<file path="config.mk">
export PLATFORM = sky130hd
export DESIGN_NAME = mux_sel_arbiter
export DESIGN_NICKNAME = d
export VERILOG_FILES = /design/src/rtl/mux_sel_arbiter.sv
export SDC_FILE = /design/constraint.sdc
export NUM_CORES = 1
export LEC_CHECK = 0
export ABC_AREA = 1
export ABC_CLOCK_PERIOD_IN_PS = 3100
export CAP_MARGIN = 20
export CELL_PAD_IN_SITES_DETAIL_PLACEMENT = 2
export CELL_PAD_IN_SITES_GLOBAL_PLACEMENT = 2
export CORE_ASPECT_RATIO = 1.4
export CORE_MARGIN = 2
export CORE_UTILIZATION = 33
export DETAILED_ROUTE_END_ITERATION = 6
export PLACE_DENSITY = 0.89
export SYNTH_ARGS = -nofsm -noshare
export SYNTH_HDL_FRONTEND = slang
export SYNTH_SLANG_ARGS = --single-unit
</file>
<file path="constraint.sdc">
create_clock -name clk -period 3.1 [get_ports clk]
set_input_delay 0.31 -clock clk [delete_from_list [all_inputs] [get_ports clk]]
set_output_delay 0.31 -clock clk [all_outputs]
set_load 0.01 [all_outputs]
</file>
<file path="src/rtl/mux_sel_arbiter.sv">
// Round-robin arbiter producing the 4:1 MUX select.
// Bounded hold time forces rotation so no requester starves.
module mux_sel_arbiter #(
  parameter int MAX_HOLD = 8
) (
  input  logic       clk,
  input  logic       rst,
  input  logic [3:0] req,
  output logic [1:0] Sel,
  output logic [3:0] gnt,
  output logic       valid,
  output logic       sel_chg
);

  localparam int HW = $clog2(MAX_HOLD + 1);
  localparam logic [HW-1:0] HMAX = HW'(MAX_HOLD);
  localparam logic [HW-1:0] ONE  = HW'(1);

  typedef enum logic {
    IDLE,
    GRANT
  } state_t;

  state_t          state_q, state_d;
  logic [1:0]      sel_q, sel_d;
  logic [1:0]      ptr_q, ptr_d;
  logic [HW-1:0]   hold_q, hold_d;
  logic [3:0]      gnt_q, gnt_d;
  logic            chg_q, chg_d;

  logic [3:0]      others;
  logic [1:0]      nxt;
  logic [1:0]      new_idx;
  logic            grant_new;

  // First requester at or after start, wrapping 3 -> 0.
  function automatic logic [1:0] pick(
    input logic [3:0] r,
    input logic [1:0] start
  );
    logic [1:0] idx;
    logic       found;
    pick  = start;
    found = 1'b0;
    for (int i = 0; i < 4; i++) begin
      idx = start + 2'(i);
      if (!found && r[idx]) begin
        pick  = idx;
        found = 1'b1;
      end
    end
  endfunction

  // Next-state: grant, release, forced rotation, hold counting.
  always_comb begin
    state_d   = state_q;
    sel_d     = sel_q;
    ptr_d     = ptr_q;
    hold_d    = hold_q;
    chg_d     = 1'b0;
    grant_new = 1'b0;
    new_idx   = sel_q;
    others    = req & ~(4'b0001 << sel_q);
    nxt       = pick(req, sel_q + 2'd1);
    unique case (state_q)
      IDLE: begin
        if (|req) begin
          grant_new = 1'b1;
          new_idx   = pick(req, ptr_q);
        end
      end
      GRANT: begin
        unique case (1'b1)
          !req[sel_q] && |others: begin
            grant_new = 1'b1;
            new_idx   = nxt;
          end
          !req[sel_q] && !(|others): begin
            state_d = IDLE;
            ptr_d   = sel_q + 2'd1;
          end
          req[sel_q] && hold_q == HMAX && |others: begin
            grant_new = 1'b1;
            new_idx   = nxt;
          end
          default: begin
            if (hold_q != HMAX) hold_d = hold_q + ONE;
          end
        endcase
      end
      default: state_d = IDLE;
    endcase
    if (grant_new) begin
      state_d = GRANT;
      sel_d   = new_idx;
      ptr_d   = new_idx + 2'd1;
      hold_d  = ONE;
      chg_d   = 1'b1;
    end
    gnt_d = (state_d == GRANT) ? (4'b0001 << sel_d) : 4'b0000;
  end

  // State and registered outputs.
  always_ff @(posedge clk or posedge rst) begin
    if (rst) begin
      state_q <= IDLE;
      sel_q   <= 2'd0;
      ptr_q   <= 2'd0;
      hold_q  <= '0;
      gnt_q   <= 4'b0000;
      chg_q   <= 1'b0;
    end else begin
      state_q <= state_d;
      sel_q   <= sel_d;
      ptr_q   <= ptr_d;
      hold_q  <= hold_d;
      gnt_q   <= gnt_d;
      chg_q   <= chg_d;
    end
  end

  assign Sel     = sel_q;
  assign gnt     = gnt_q;
  assign valid   = (state_q == GRANT);
  assign sel_chg = chg_q;

endmodule
</file>
==> run_results.csv, run 1 <==
group,metric,value,unit
outcome,status,"complete, but fails checks",
outcome,violations,"design-rule violations",
finish,layout_common_cells,"87 x nand2_1, 28 x nand3_1, 16 x inv_1",
placement,hpwl,3510,um
global_route,grt_overflow_total,0,
sta,fin_skew,0.000896,ns
worst_setup_path,crit_arrival,2.57,ns
clocking,clkLatencyLatePin,0.25,ns
detailed_routing,post-route-drc-count,1,
sta,fmax,418,MHz
sta,fin_tns_setup,0,ns
detailed_routing,wl,4300,um
worst_setup_path,path_delay_family,"simple AND/OR/NAND/NOR gates",
synthesis,synth-warning-count,0,
worst_setup_path,worstSetupEndpointType,"register",
synthesis,synth_fp_nets,233,
synthesis,netlist_instances,221,
sta,setup_viol,0,
worst_hold_path,hp-class,"input pin to asynchronous set/reset pin",
placement,gp_congestion,0.864,
detailed_routing,wl_met2,2460,um
worst_setup_path,cp_common_cell,"nand2_2",
die,die_x,58.7,um
detailed_routing,routed.top_layer,"met4",
clocking,cts_resized,0,
synthesis,yosysTopAreaCell,"dfrtp_1",
die,io_pins,14,
sta,whs,0.409,ns
placement,port_buffers,13,
global_route,grt_max_degree,16,
sta,min_period_over_period,0.771,
finish,num_antenna_cells,0,
detailed_routing,wl_met3,74,um
worst_setup_path,cp_cell_sequence,"inv_1, ha_1, inv_2, nand2_1, nand2_2, nand2_2, nand2_4, nor2_4, nand2_2, nand3_1, nand3_1, o21ai_1, nand2_1, nand2_2, inv_2, nor2_1",
die,fp.dieH,80.6,um
sta,drv_slew,0,
worst_setup_path,crit_buf_inv,3,
sta,worst_slack,0.710,ns
clocking,cts_tree,"done",
detailed_routing,ant_nets,0,
worst_setup_path,required,3.28,ns
clocking,cts_made_buffers,3,
worst_setup_path,slowest_delay,0.48,ns
synthesis,synth_enable_flop_cells,0,
sta,hold_viol_final,0,
synthesis,async_reset_ff_frac,1.00,
clocking,cts_num_sinks,14,
finish,layout_commonest_cell,"nand2_1",
synthesis,synth_seq_area_share,0.253,
synthesis,synth-seq-cells,14,
synthesis,netlist.area_leader.share,0.253,
sta,tightest_slew,0.553,ns
worst_setup_path,regToRegSetupSlack,0.71,ns
die,die_area,4730,um^2
flow_run,cap_violations,0,
finish,nNetsFinal,248,
global_route,grt_pass1_wl,7300,um
worst_setup_path,crit_path_start_kind,"register",
global_route,grt_pass1_vias,1590,
clocking,holdBufCountCts,0,
global_route,track_usage,0.205,
sta,relSlewSlack,0.631,
detailed_routing,wire_per_inst,15.5,um
clocking,root_buffer,"clkbuf_8",
synthesis,synth.distinct_cells,23,
placement,place_ws,0.722,ns
worst_setup_path,critPathKind,"register to register",
synthesis,ys_top_cells_by_area,"dfrtp_1 25%, nand2_1 24%, nand3_1 10%",
clocking,clock_path_buffers,2,
die,fp.coreArea,3990,um^2
finish,drive_gt1_frac,0.187,
detailed_routing,first_pass_iters,6,
detailed_routing,viasPerCell,5.18,
clocking,htree_levels,1,
finish,syn_to_final_growth,15.6,%
sta,period_needed,2.39,ns
synthesis,synth_area,1380,um^2
clocking,path_clk_slew,0.06,ns
die,initial_core_util,0.347,
detailed_routing,num_vias,1441,
die,row_count,27,
synthesis,synth_flop_cell,"dfrtp_1",
detailed_routing,met1_length,1710,um
finish,fill_cells,503,
worst_setup_path,critPathMaxFanout,8,
global_route,grt_antenna_before_repair,0,
sta,rsz0062_at_grt,"false",
detailed_routing,drt_iter0_markers,35,
worst_setup_path,slowest_stage,"ha_1",
synthesis,avgSynthCellArea,6.26,um^2
clocking,post_cts_buffers,0,
[state kept, by name (all words and copies together), names as in the netlist]
register and count:
Sel 2, gnt 4, hold_q 4, ptr_q 2, sel_chg 1, valid 1
[synth_stat cells (2+ instances only)]
library cell	n
nor2_2	3
o21ai_1	3
nand2_2	13
buf_4	2
inv_1	16
dfrtp_1	14
nand3_1	28
nand2_1	87
nand3_2	2
nor2_1	12
nor2_4	5
inv_2	10
o21ai_0	2
nand4_1	2
ha_1	6
a21oi_1	7
nand2_4	3
[through the flow]
step,std cells,utilization,cell area [um^2]
after CTS,278,0.401,1600
final,278,0.401,1600
after floorplan,221,-,1380
after detailed placement,274,0.387,1540
after global routing,278,0.401,1600
after global placement,274,0.387,1540
[path summary, 6_finish.rpt]
kind                                  startpoint                    end  cells past startpoint
setup / recovery                Sel[1]$_DFF_PP0_       gnt[1]$_DFF_PP0_                     16
hold / removal                               rst       gnt[1]$_DFF_PP0_                      2
setup reg to reg                Sel[1]$_DFF_PP0_       gnt[1]$_DFF_PP0_                     16
hold reg to reg            hold_q[3]$_DFFE_PP0P_  hold_q[3]$_DFFE_PP0P_                      2
max in group asynchronous                    rst   ptr_q[1]$_DFFE_PP0P_                      2
min in group clk           hold_q[3]$_DFFE_PP0P_  hold_q[3]$_DFFE_PP0P_                      2
[final cells by class]
cell class                 count  area (um^2)  area share
tap                           43         53.8      0.0336
clock buffer                   4         55.1      0.0344
sequential                    14          350       0.219
timing repair buffer          14          138      0.0861
inverter                      26         97.6      0.0610
multi-input combinational    177          905       0.566
[per-layer routing]
| metal | vias up | global-route usage |
|---|---|---|
| met1 | 698 | 0.217 |
| met4 | 0 | 0.0614 |
| met3 | 5 | 0.0145 |
| met2 | 13 | 0.412 |
| met5 | - | 0 |
| li1 | 725 | - |
[logic make-up after synthesis]
group	after synthesis	synth area share
AND/OR/NAND/NOR	156	0.534
buffers and inverters	30	0.0931
AO/OA/AOI/OAI	15	0.0651
flip-flops	14	0.253
adder cells (fa/ha/maj)	6	0.0542
Power of run 1 is left out: the tool's default activity adds up to more than one toggle a clock period on the data nets, which glitch-free logic cannot reach.
==> run 2, diff against run 1 <==
Settings changed: ABC_CLOCK_PERIOD_IN_PS 3100 to 2500, CORE_UTILIZATION 33 to 30, PLACE_DENSITY 0.89 to 0.82.
Clock period 3.1 ns to 2.5 ns, I/O delays scaled along.
==> run 2 against run 1 <==
The run now ends clean; register-to-register slack lost 0.33 ns; cell count grew 8.3%; die area grew 9.4%; non-clock buffer count grew 4; via count grew 1.3%; global-route usage shrank 2.0 points; wire length shrank 1.3%; maximum frequency grew 13%; critical endpoint is now ptr_q[1]$_DFFE_PP0P_; highest routed layer unchanged.
==> run_results.csv, run 2 (synthesized netlist as in run 1, its figures left out) <==
group,metric,value,unit
finish,layout_common_cells,"87 x nand2_1, 28 x nand3_1, 16 x inv_1",
clocking,cts_made_buffers,3,
die,fp.coreArea,4500,um^2
sta,fin_tns_setup,0,ns
worst_setup_path,startpoint,"Sel[1]$_DFF_PP0_",
detailed_routing,wire_per_inst,14.1,um
worst_setup_path,worstRegToRegCells,17,
placement,gp_congestion,0.816,
die,row_count,29,
detailed_routing,post-route-drc-count,0,
sta,fin_skew,0.00541,ns
worst_setup_path,timing.rr.start,"Sel[1]$_DFF_PP0_",
worst_setup_path,crit_arrival,2.26,ns
finish,register_area,350,um^2
detailed_routing,drt_iter0_markers,51,
die,die_x,61.4,um
worst_setup_path,crit_path_start_kind,"register",
clocking,cts_num_sinks,14,
worst_hold_path,hp-class,"input pin to asynchronous set/reset pin",
clocking,cts_tree,"done",
clocking,path_clk_slew,0.06,ns
worst_setup_path,slowest_stage,"dfrtp_1",
global_route,grt_max_degree,16,
detailed_routing,wl,4250,um
worst_setup_path,required,2.64,ns
flow_run,cap_violations,0,
sta,rsz0062_at_grt,"false",
die,io_pins,14,
global_route,gr-usage-met3,0.00924,
worst_setup_path,critPathMaxFanout,7,
detailed_routing,ant_nets,0,
finish,nNetsFinal,252,
worst_setup_path,worstSetupEndpointType,"register",
global_route,grt-busiest-layer,"met2",
finish,syn_to_final_growth,19.4,%
worst_setup_path,regToRegSetupSlack,0.38,ns
clocking,cts_resized,0,
sta,setup_viol,0,
placement,port_buffers,13,
detailed_routing,first_pass_iters,4,
die,die_area,5180,um^2
finish,layout_commonest_cell,"nand2_1",
worst_setup_path,slowest_delay,0.38,ns
clocking,holdBufCountCts,0,
finish,fill_cells,606,
worst_setup_path,cp_common_cell,"nand2_1",
global_route,grt_antenna_before_repair,0,
finish,drive_gt1_frac,0.201,
sta,fmax,472,MHz
detailed_routing,num_vias,1460,
die,initial_core_util,0.308,
sta,drv_slew,0,
clocking,clkLatencyLatePin,0.24,ns
clocking,root_buffer,"clkbuf_8",
finish,multi_input_area,905,um^2
global_route,grt_overflow_total,0,
worst_setup_path,critPathKind,"register to register",
sta,tightest_slew,0.534,ns
finish,num_antenna_cells,0,
detailed_routing,viasPerCell,4.85,
clocking,post_cts_buffers,0,
global_route,gr-usage-met1,0.204,
sta,min_period_over_period,0.847,
placement,hpwl,3580,um
outcome,status,"finished, final reports clean",
sta,period_needed,2.12,ns
clocking,clock_path_buffers,2,
sta,hold_viol_final,0,
global_route,grt_util_met2,0.371,
global_route,grt_pass1_vias,1639,
worst_setup_path,crit_path_end,"ptr_q[1]$_DFFE_PP0P_",
die,fp.dieH,84.4,um
clocking,htree_levels,1,
worst_setup_path,cp_cell_sequence,"inv_1, ha_1, buf_4, nand2_2, nand2_2, nand2_2, nand2_4, nor2_4, nand2_2, nand3_2, nand2_1, nor2_2, nor2_4, nand2_1, nand2_1, nand2_1, nand2_1",
sta,relSlewSlack,0.644,
global_route,track_usage,0.185,
worst_setup_path,timing.rr.end,"ptr_q[1]$_DFFE_PP0P_",
global_route,grt_pass1_wl,7460,um
-- run 2: cell types whose count changed in the layout (fill, tap and decap cells not counted), sizes merged --
cell,delta
buf,+4
-- run 2: layout make-up --
class,count,share of cell area
Multi-Input combinational cell,177,0.547
Sequential cell,14,0.212
Timing Repair Buffer,18,0.101
Inverter,26,0.0590
Tap cell,62,0.0469
Clock buffer,4,0.0333
-- run 2: how the worst min path moves through the flow --
stage                     slack (ns)             startpoint  cells after the start                    end
after floorplan                 0.14                    rst                      1       Sel[0]$_DFF_PP0_
after global placement          0.52  hold_q[3]$_DFFE_PP0P_                      2  hold_q[3]$_DFFE_PP0P_
after detailed placement        0.52  hold_q[3]$_DFFE_PP0P_                      2  hold_q[3]$_DFFE_PP0P_
after CTS                       0.37                    rst                      2  hold_q[1]$_DFFE_PP0P_
after global routing            0.42                    rst                      2       gnt[0]$_DFF_PP0_
final                           0.34                    rst                      2        valid$_DFF_PP0_
-- run 2: stage by stage --
step	util	hold slack, ns	instances	setup WS (ns)	area, um^2
CTS	0.367	0.373	301	0.328	1650
global placement	0.355	0.518	297	0.338	1600
global route	0.367	0.416	301	0.138	1650
floorplan	-	0.139	221	0.333	1380
detailed placement	0.355	0.519	297	0.289	1600
finish	0.367	0.345	301	0.383	1650
-- run 2: per-layer routing --
layer  routed length [um]  vias to the layer above
li1                     -                      725
met1                 1640                      715
met2                 2520                       16
met3                   56                        4
met4                   37                        0
met5                    0                        -
-- run 2: critical path: cells and delay by family, from the launching register on --
kind	cells	cell delay [ns]
and+or+nand+nor	14	1.04
DFF	1	0.38
buffers and inverters	2	0.29
adders and majority gates	1	0.27
Power of run 2 is left out for the same reason.
==> run 3, diff against run 2 <==
Settings changed: ABC_CLOCK_PERIOD_IN_PS 2500 to 2190.
Clock period 2.5 ns to 2.19 ns, I/O delays scaled along.
==> run 3 against run 2 <==
Sequential share of layout area fell by 1.5 points; wire length rose by 11%; global-route usage rose by 0.68 points.
==> run_results.csv, run 3 (synthesized netlist as in run 1, its figures left out) <==
group,metric,value,unit
worst_setup_path,timing.rr.end,"gnt[2]$_DFF_PP0_",
finish,syn_to_final_growth,28.5,%
sta,tightest_slew,0.539,ns
worst_setup_path,required,2.36,ns
worst_setup_path,worstSetupEndpointType,"register",
global_route,grt_antenna_before_repair,0,
finish,fill_cells,584,
detailed_routing,post-route-drc-count,0,
worst_hold_path,hp-class,"input pin to asynchronous set/reset pin",
detailed_routing,drt_iter0_markers,32,
global_route,grt-busiest-layer,"met2",
global_route,gr-usage-met3,0.0139,
finish,multi_input_area,981,um^2
die,die_area,5180,um^2
global_route,grt_overflow_total,0,
clocking,cts_num_sinks,14,
finish,layout_common_cells,"84 x nand2_1, 27 x nand3_1, 16 x inv_1",
die,io_pins,14,
sta,fmax,478,MHz
sta,setup_viol,0,
worst_setup_path,cp.depth,14,
outcome,status,"finished, final reports clean",
die,initial_core_util,0.308,
worst_setup_path,crit_buf_inv,5,
finish,register_area,350,um^2
detailed_routing,num_vias,1465,
clocking,htree_levels,1,
detailed_routing,wl,4730,um
clocking,cts_tree,"done",
finish,drive_gt1_frac,0.247,
clocking,root_buffer,"clkbuf_8",
worst_setup_path,crit_path_start_kind,"register",
worst_setup_path,critPathMaxFanout,10,
sta,hold_viol_final,0,
worst_setup_path,timing.rr.start,"Sel[0]$_DFF_PP0_",
sta,fin_tns_setup,0,ns
die,die_x,61.4,um
die,fp.dieH,84.4,um
worst_setup_path,cp_common_cell,"inv_2",
worst_setup_path,path_delay_family,"simple AND/OR/NAND/NOR gates",
worst_setup_path,regToRegSetupSlack,0.1,ns
worst_setup_path,crit_arrival,2.26,ns
clocking,clkLatencyLatePin,0.25,ns
worst_setup_path,slowest_stage,"dfrtp_1",
placement,hpwl,3590,um
sta,min_period_over_period,0.956,
worst_setup_path,worstRegToRegCells,14,
finish,nNetsFinal,256,
flow_run,cap_violations,0,
sta,drv_slew,0,
clocking,cts_made_buffers,3,
global_route,grt_max_degree,16,
clocking,holdBufCountCts,0,
global_route,grt_util_met2,0.368,
finish,num_antenna_cells,0,
detailed_routing,viasPerCell,4.80,
worst_setup_path,startpoint,"Sel[0]$_DFF_PP0_",
worst_setup_path,slowest_delay,0.40,ns
sta,period_needed,2.09,ns
worst_setup_path,crit_path_end,"gnt[2]$_DFF_PP0_",
detailed_routing,wire_per_inst,15.5,um
sta,relSlewSlack,0.640,
finish,layout_commonest_cell,"nand2_1",
die,fp.coreArea,4500,um^2
sta,fin_skew,0.00129,ns
placement,port_buffers,13,
clocking,path_clk_slew,0.06,ns
global_route,grt_pass1_wl,7510,um
global_route,grt_pass1_vias,1590,
worst_setup_path,cp_cell_sequence,"inv_2, buf_6, ha_1, o21ai_1, inv_1, nand2_2, nand2_2, inv_2, nor2_2, nor2_4, inv_2, o21ai_4, nand2_1, nor2_1",
die,row_count,29,
global_route,track_usage,0.192,
sta,rsz0062_at_grt,"true",
global_route,gr-usage-met1,0.221,
placement,gp_congestion,0.798,
detailed_routing,ant_nets,0,
worst_setup_path,critPathKind,"register to register",
detailed_routing,first_pass_iters,4,
clocking,clock_path_buffers,2,
==> run 3: cell count changes in the layout (fill, tap and decap cells not counted), sizes merged <==
| cell | change |
|---|---|
| buf | +4 |
==> run 3: what timing repair did <==
| item | in CTS | in global routing |
|---|---|---|
| pin swaps | 0 | 4 |
| resized for setup | 2 | 20 |
| setup endpoints to repair | 1 | 8 |
| buffers inserted | 0 | 3 |
==> run 3: final cells by class <==
cell class | count | area share
inverter | 26 | 0.0563
sequential | 14 | 0.197
timing repair buffer | 22 | 0.120
tap | 62 | 0.0436
multi-input combinational | 177 | 0.552
clock buffer | 4 | 0.0310
==> run 3: routing by layer <==
layer  wire length (um)  up-vias
li1                   -      736
met1               1880      712
met2               2770       12
met3                 43        5
met4                 36        0
met5                  0        -
==> run 3: how the worst min path moves through the flow <==
stage | start | endpoint | slack [ns]
after floorplan | rst | Sel[0]$_DFF_PP0_ | 0.11
after global placement | hold_q[3]$_DFFE_PP0P_ | hold_q[3]$_DFFE_PP0P_ | 0.52
after detailed placement | hold_q[3]$_DFFE_PP0P_ | hold_q[3]$_DFFE_PP0P_ | 0.53
after CTS | rst | hold_q[1]$_DFFE_PP0P_ | 0.35
after global routing | rst | hold_q[1]$_DFFE_PP0P_ | 0.37
final | rst | hold_q[1]$_DFFE_PP0P_ | 0.32
==> run 3: per-stage QoR <==
step / worst slack, ns / cells / cell area [um^2] / hold slack [ns] / util
2_1_floorplan: 0.0225 / 221 / 1380 / 0.108 / -
3_3_place_gp: 0.0234 / 298 / 1610 / 0.522 / 0.357
3_5_place_dp: 0.0108 / 298 / 1610 / 0.525 / 0.357
4_1_cts: 0.0276 / 302 / 1670 / 0.350 / 0.370
5_1_grt: -0.0508 / 305 / 1780 / 0.367 / 0.395
6_report: 0.0964 / 305 / 1780 / 0.320 / 0.395
Power of run 3 is left out for the same reason.
